===== config.mk =====
export PLATFORM = sky130hd
export DESIGN_NAME = axi_wr_arbiter_rr_flat
export DESIGN_NICKNAME = d
export VERILOG_FILES = /design/src/rtl/axi_wr_arbiter_rr_if.sv /design/src/rtl/axi_wr_arbiter_rr.sv /design/src/flat_wrapper.sv
export SDC_FILE = /design/constraint.sdc
export NUM_CORES = 1
export LEC_CHECK = 0
export BUFFER_PORTS_ARGS = -buffer_cell sky130_fd_sc_hd__buf_2
export CORE_MARGIN = 1.5
export CORE_UTILIZATION = 35
export CTS_CLUSTER_SIZE = 28
export DETAILED_ROUTE_END_ITERATION = 12
export PLACE_DENSITY = 0.56
export RECOVER_POWER = 50
export SLEW_MARGIN = 25
export SYNTH_ARGS = -nofsm -noshare
export SYNTH_HDL_FRONTEND = slang
export SYNTH_SLANG_ARGS = --single-unit
export TNS_END_PERCENT = 20

===== constraint.sdc =====
create_clock -name ACLK -period 1.7 [get_ports ACLK]
set_input_delay 0.255 -clock ACLK [delete_from_list [all_inputs] [get_ports ACLK]]
set_output_delay 0.255 -clock ACLK [all_outputs]
set_load 0.05 [all_outputs]

===== src/rtl/axi_wr_arbiter_rr_if.sv =====
// Write-path arbitration bundle: per-master AW requests, post-mux slave
// handshakes, and the arbiter's grant/status outputs.
// Ports: m_awvalid, s_awready, s_wvalid, s_wready, s_wlast, s_bvalid, s_bready
//        (into the arbiter); grant, grant_idx, busy, beat_cnt (out of it).
interface axi_wr_arbiter_rr_if #(
  parameter int NUM_MASTERS = 4,
  parameter int IDXW        = $clog2(NUM_MASTERS)
);
  logic [NUM_MASTERS-1:0] m_awvalid;
  logic                   s_awready;
  logic                   s_wvalid;
  logic                   s_wready;
  logic                   s_wlast;
  logic                   s_bvalid;
  logic                   s_bready;
  logic [NUM_MASTERS-1:0] grant;
  logic [IDXW-1:0]        grant_idx;
  logic                   busy;
  logic [8:0]             beat_cnt;

  // Arbiter side.
  modport slave (
    input  m_awvalid, s_awready, s_wvalid, s_wready, s_wlast, s_bvalid, s_bready,
    output grant, grant_idx, busy, beat_cnt
  );

  // Environment side (masters plus downstream slave).
  modport master (
    output m_awvalid, s_awready, s_wvalid, s_wready, s_wlast, s_bvalid, s_bready,
    input  grant, grant_idx, busy, beat_cnt
  );
endinterface


===== src/rtl/axi_wr_arbiter_rr.sv =====
// Write-channel arbiter: grants one master the AW/W/B path for a whole transaction.
// Latency: grant/busy appear 1 cycle after a request is seen in IDLE; 1 idle cycle between transactions.
// Backpressure: grant held until B handshake; other requests wait, W/B in IDLE ignored.
// Ports: ACLK, ARESETn (async, active-low), bus (axi_wr_arbiter_rr_if.slave).
module axi_wr_arbiter_rr #(
  parameter int NUM_MASTERS = 4,
  parameter int PRIO_MODE   = 0,   // 0 = round-robin, 1 = fixed priority (lowest index)
  parameter int IDXW        = $clog2(NUM_MASTERS)
) (
  input  logic                 ACLK,
  input  logic                 ARESETn,
  axi_wr_arbiter_rr_if.slave   bus
);

  typedef enum logic [1:0] {
    IDLE = 2'd0,
    ADDR = 2'd1,
    DATA = 2'd2,
    RESP = 2'd3
  } state_t;

  state_t                 state;
  logic [IDXW-1:0]        ptr;
  logic                   wlast_seen;
  logic [NUM_MASTERS-1:0] grant_q;
  logic [IDXW-1:0]        grant_idx_q;
  logic                   busy_q;
  logic [8:0]             beat_cnt_q;

  logic                   win_vld;
  logic [IDXW-1:0]        win_idx;
  int                     cand;

  logic w_hs;
  logic wlast_hs;
  logic aw_hs;
  logic b_hs;

  assign w_hs     = bus.s_wvalid & bus.s_wready;
  assign wlast_hs = w_hs & bus.s_wlast;
  assign aw_hs    = bus.m_awvalid[grant_idx_q] & bus.s_awready;
  assign b_hs     = bus.s_bvalid & bus.s_bready;

  // Winner search. Round-robin starts at ptr and wraps; fixed priority
  // starts at 0 so the lowest requester always wins.
  always_comb begin
    win_vld = 1'b0;
    win_idx = '0;
    cand    = 0;
    for (int i = 0; i < NUM_MASTERS; i++) begin
      cand = (PRIO_MODE == 1) ? i : int'(ptr) + i;
      if (cand >= NUM_MASTERS) cand = cand - NUM_MASTERS;
      if (!win_vld && bus.m_awvalid[cand]) begin
        win_vld = 1'b1;
        win_idx = IDXW'(cand);
      end
    end
  end

  always_ff @(posedge ACLK or negedge ARESETn) begin
    if (!ARESETn) begin
      state       <= IDLE;
      ptr         <= '0;
      wlast_seen  <= 1'b0;
      grant_q     <= '0;
      grant_idx_q <= '0;
      busy_q      <= 1'b0;
      beat_cnt_q  <= '0;
    end else begin
      // Beats count in ADDR too, since W may run ahead of AW.
      if ((state == ADDR || state == DATA) && w_hs && beat_cnt_q != 9'd511)
        beat_cnt_q <= beat_cnt_q + 9'd1;

      case (state)
        IDLE: begin
          if (win_vld) begin
            grant_q     <= NUM_MASTERS'(1) << win_idx;
            grant_idx_q <= win_idx;
            busy_q      <= 1'b1;
            state       <= ADDR;
          end
        end
        ADDR: begin
          if (aw_hs) begin
            // A last beat seen earlier or in this same cycle means the
            // data phase is already complete.
            state <= (wlast_seen || wlast_hs) ? RESP : DATA;
          end else if (wlast_hs) begin
            wlast_seen <= 1'b1;
          end
        end
        DATA: begin
          if (wlast_hs) state <= RESP;
        end
        RESP: begin
          if (b_hs) begin
            state      <= IDLE;
            grant_q    <= '0;
            busy_q     <= 1'b0;
            beat_cnt_q <= '0;
            wlast_seen <= 1'b0;
            ptr        <= (grant_idx_q == IDXW'(NUM_MASTERS - 1)) ? '0 : grant_idx_q + 1'b1;
          end
        end
        default: state <= IDLE;
      endcase
    end
  end

  assign bus.grant     = grant_q;
  assign bus.grant_idx = grant_idx_q;
  assign bus.busy      = busy_q;
  assign bus.beat_cnt  = beat_cnt_q;

endmodule

===== src/flat_wrapper.sv =====
// flat-port wrapper written by rule: the top's interface ports become plain ports
module axi_wr_arbiter_rr_flat 
#(
  parameter int NUM_MASTERS = 4,
  parameter int PRIO_MODE   = 0,                                                        
  parameter int IDXW        = $clog2(NUM_MASTERS)
)
  (ACLK, ARESETn, bus_m_awvalid, bus_s_awready, bus_s_wvalid, bus_s_wready, bus_s_wlast, bus_s_bvalid, bus_s_bready, bus_grant, bus_grant_idx, bus_busy, bus_beat_cnt);
  axi_wr_arbiter_rr_if #(.NUM_MASTERS(NUM_MASTERS), .IDXW(IDXW)) bus_i ();
  input  logic ACLK;
  input  logic ARESETn;
  input wire logic [$bits(bus_i.m_awvalid)-1:0] bus_m_awvalid;
  input wire logic [$bits(bus_i.s_awready)-1:0] bus_s_awready;
  input wire logic [$bits(bus_i.s_wvalid)-1:0] bus_s_wvalid;
  input wire logic [$bits(bus_i.s_wready)-1:0] bus_s_wready;
  input wire logic [$bits(bus_i.s_wlast)-1:0] bus_s_wlast;
  input wire logic [$bits(bus_i.s_bvalid)-1:0] bus_s_bvalid;
  input wire logic [$bits(bus_i.s_bready)-1:0] bus_s_bready;
  output wire logic [$bits(bus_i.grant)-1:0] bus_grant;
  output wire logic [$bits(bus_i.grant_idx)-1:0] bus_grant_idx;
  output wire logic [$bits(bus_i.busy)-1:0] bus_busy;
  output wire logic [$bits(bus_i.beat_cnt)-1:0] bus_beat_cnt;
  assign bus_i.m_awvalid = bus_m_awvalid;
  assign bus_i.s_awready = bus_s_awready;
  assign bus_i.s_wvalid = bus_s_wvalid;
  assign bus_i.s_wready = bus_s_wready;
  assign bus_i.s_wlast = bus_s_wlast;
  assign bus_i.s_bvalid = bus_s_bvalid;
  assign bus_i.s_bready = bus_s_bready;
  assign bus_grant = bus_i.grant;
  assign bus_grant_idx = bus_i.grant_idx;
  assign bus_busy = bus_i.busy;
  assign bus_beat_cnt = bus_i.beat_cnt;
  axi_wr_arbiter_rr #(.NUM_MASTERS(NUM_MASTERS), .PRIO_MODE(PRIO_MODE), .IDXW(IDXW)) u_core (.ACLK(ACLK), .ARESETn(ARESETn), .bus(bus_i));
endmodule

==> key figures <==
Clock network
  • H-Tree Depth: 1
  • Longest Clk Path Bufs: 2
  • Reg clk slew, reported paths: 0.12 ns
  • CTS sink count: 21
  • Num CTS Buffers: 3
  • Root buf cell: clkbuf_4
  • TritonCTS clock tree: yes
  • Clock Latency Late Sink: 0.30 ns

Die
  • Die area: 0.00385 sq mm
  • Initial core utilization: 36.6%
  • DIE HEIGHT: 62.1 microns
  • I/O pins: 28
  • Die W: 62.1 microns
  • Core footprint: 0.00334 sq mm
  • Core Rows: 21

GRT
  • GRT busiest layer: met2
  • GRT overflow: 0
  • Met1 GRT Util: 19.1%
  • Largest net degree at the start of global routing: 22
  • Met3 Usage GRT: 2.48%
  • Met2 usage: 27.4%
  • Tot GR Track Use: 15.4%
  • Vias in the first global route: 974
  • Initial antenna violation count: 0
  • First-pass GRT wire length: 4330 microns

Power
  • Peak supply drop: 701 uV
  • Pwr/cell area: 1590 mW/mm^2
  • LEAKAGE: 0.728 nW

Outcome
  • Failing checks: negative setup slack
  • Status: finished, violations left

Cells and area
  • Fillers: 350
  • Reg area: 533 sq um
  • Share of layout cells above drive strength 1: 34.3%
  • Post-route cell area: 0.00159 sq mm
  • Multi-input logic area: 736 sq um
  • Antenna cells: 0
  • NumNets Final: 186
  • Layout Area Growth over Synthesis: 29.8%

STA
  • RSZ-0062 raised after global routing: yes
  • Final setup viols: 1
  • Final TNS setup: -0.0495 ns
  • Clk_skew: 0.00565 ns
  • Slew HR: 21.8%
  • Fin crit share: 103%
  • Setup WS post-layout: -0.0495 ns
  • Slew Viols, Final: 0
  • Actual slew at the worst max-slew pin: 1.17 ns
  • Final hold vios: 0
  • F_max: 0.572 GHz
  • Fin crit period: 1.75 ns

Detailed routing
  • Routed Antenna Nets: 0
  • Total number of vias: 1102
  • TritonRoute pass-1 iters: 4
  • DRC Markers: 0
  • Drt total wl: 2830 microns
  • Routed length per instance: 13.4 microns
  • DR vias/cell: 5.20
  • First DRT Iteration DRCs: 69

Placed design
  • Place WS: -0.0505 ns
  • I/O Buffers: 27
  • Routability congestion estimate: 0.753
  • DP Area: 0.00150 sq mm
  • Post-DP HPWL: 2130 microns

Synth
  • Mapped Area: 0.00122 sq mm
  • Yosys reg bits: 21
  • Syn Area/Cell: 9.62 sq um
  • Synth warn: 0
  • Post-synth top cells: dfrtp_1 (21), nand2_1 (21), nor2_1 (9)
  • Register area share after synthesis: 43.0%
  • Cell variety after synth: 39
  • Area contributors post-synth: dfrtp_1 (43%), ha_1 (7.2%), nand2_1 (6.5%)
  • Mapped Nets: 146
  • Post-synth top flop: dfrtp_1
  • Post-synth ARST share: 100%
  • Synth Instances: 127
  • Yosys top cell by area: dfrtp_1
  • Post-synth top area share: 43.0%
  • EDFF count, synth: 0

Hold path
  • Hold Crit Class: in2reg

Critical path
  • Kind of start point of the critical path: flop
  • CP Max Fanout: 6
  • CP arrival: 1.98 ns
  • WP data required: 1.93 ns
  • Setup CP Type: reg2reg
  • Crit end category: flop

Job
  • Max-Cap Viols: 0
==> layout make-up <==
class / instances / area share, %
clock inverter: 1 / 0.316
timing repair buffer: 38 / 13.7
clock buffer: 3 / 1.42
sequential: 21 / 33.6
tap: 46 / 3.63
inverter: 4 / 0.947
multi-input combinational: 99 / 46.4
==> where the power goes <==
| part | internal, mW | total, mW | switching (mW) | leakage [nW] |
|---|---|---|---|---|
| Combinational | 0.564 | 1.47 | 0.903 | 0.446 |
| Sequential | 0.655 | 0.801 | 0.146 | 0.264 |
| Clock | 0.0877 | 0.245 | 0.157 | 0.0177 |
==> registers in the layout, indices dropped and copies added (netlist names) <==
signal / count
u_core.bus.grant_idx: 2
u_core.bus.beat_cnt: 9
u_core.wlast_seen: 1
u_core.bus.busy: 1
u_core.bus.grant: 4
u_core.ptr: 2
u_core.state: 2
==> cells in the final DEF (no fill, tap or decap), types with 4 or more instances in the layout <==
cell type   n
ha_1        4
nand3_1     4
buf_4       9
dfrtp_2     6
buf_2      21
nor2_1      8
inv_1       4
nand2b_1    5
clkbuf_1    6
dfrtp_1    15
a21oi_1     5
nand2_1    21
==> repair_timing <==
| action | CTS | global route |
|---|---|---|
| setup buffers | 1 | 0 |
| endpoints found under the setup margin | 4 | 10 |
| resized for setup | 1 | 7 |
| hold buffers | 1 | 0 |
| endpoints found under the hold margin | 21 | 0 |
==> routing by layer <==
layer	vias to the layer above	wire, microns	part of all wire [%]
li1	536	-	-
met1	540	1290	46
met2	22	1400	50
met3	4	99	3.5
met4	0	34	1.2
met5	-	0	0
==> kinds of logic after synthesis <==
logic type	count (synthesis)	share of synthesized area, %
XOR/XNOR	6	4.30
multiplexers	4	3.38
AND/OR/NAND/NOR	55	22.6
AO/OA/AOI/OAI	27	17.0
buffers and inverters	7	2.46
flip-flops	21	43.0
adder cells (fa/ha/maj)	7	7.17
==> through the flow <==
| step | total power [mW] | hold WS, ns | util (%) | instances |
|---|---|---|---|---|
| finish | 2.51 | 0.332 | 47.5 | 212 |
| global route | 2.72 | 0.316 | 47.5 | 212 |
| CTS | 2.44 | 0.315 | 46.6 | 212 |
| detailed placement | 2.19 | 0.249 | 45.1 | 206 |
| global placement | 2.15 | 0.246 | 45.1 | 206 |
| floorplan | 1.85 | -0.0406 | - | 127 |
==> worst paths after layout <==
path	cells past startpoint	from	endpoint	slack, ns
max	8	u_core.bus.beat_cnt[0]	u_core.bus.beat_cnt[3]	-0.05
min in group asynchronous	2	ARESETn	u_core.ptr[0]	0.69
max reg2reg	8	u_core.bus.beat_cnt[0]	u_core.bus.beat_cnt[3]	-0.05
min reg2reg	2	u_core.bus.grant[2]	u_core.bus.grant[2]	0.50
max in group asynchronous	2	ARESETn	u_core.bus.beat_cnt[1]	0.23
min	3	bus_s_bready	u_core.ptr[0]	0.33
==> critical path: stages, from the launching register on <==
cell and delay [ns]:
dfrtp_2 0.44, ha_4 0.17, nand3_2 0.07, nor2_2 0.04
ha_2 0.16, nand4b_1 0.18, buf_6 0.15, or3_1 0.31
a21oi_1 0.14
No activity file was read; power rests on OpenSTA's default activity.
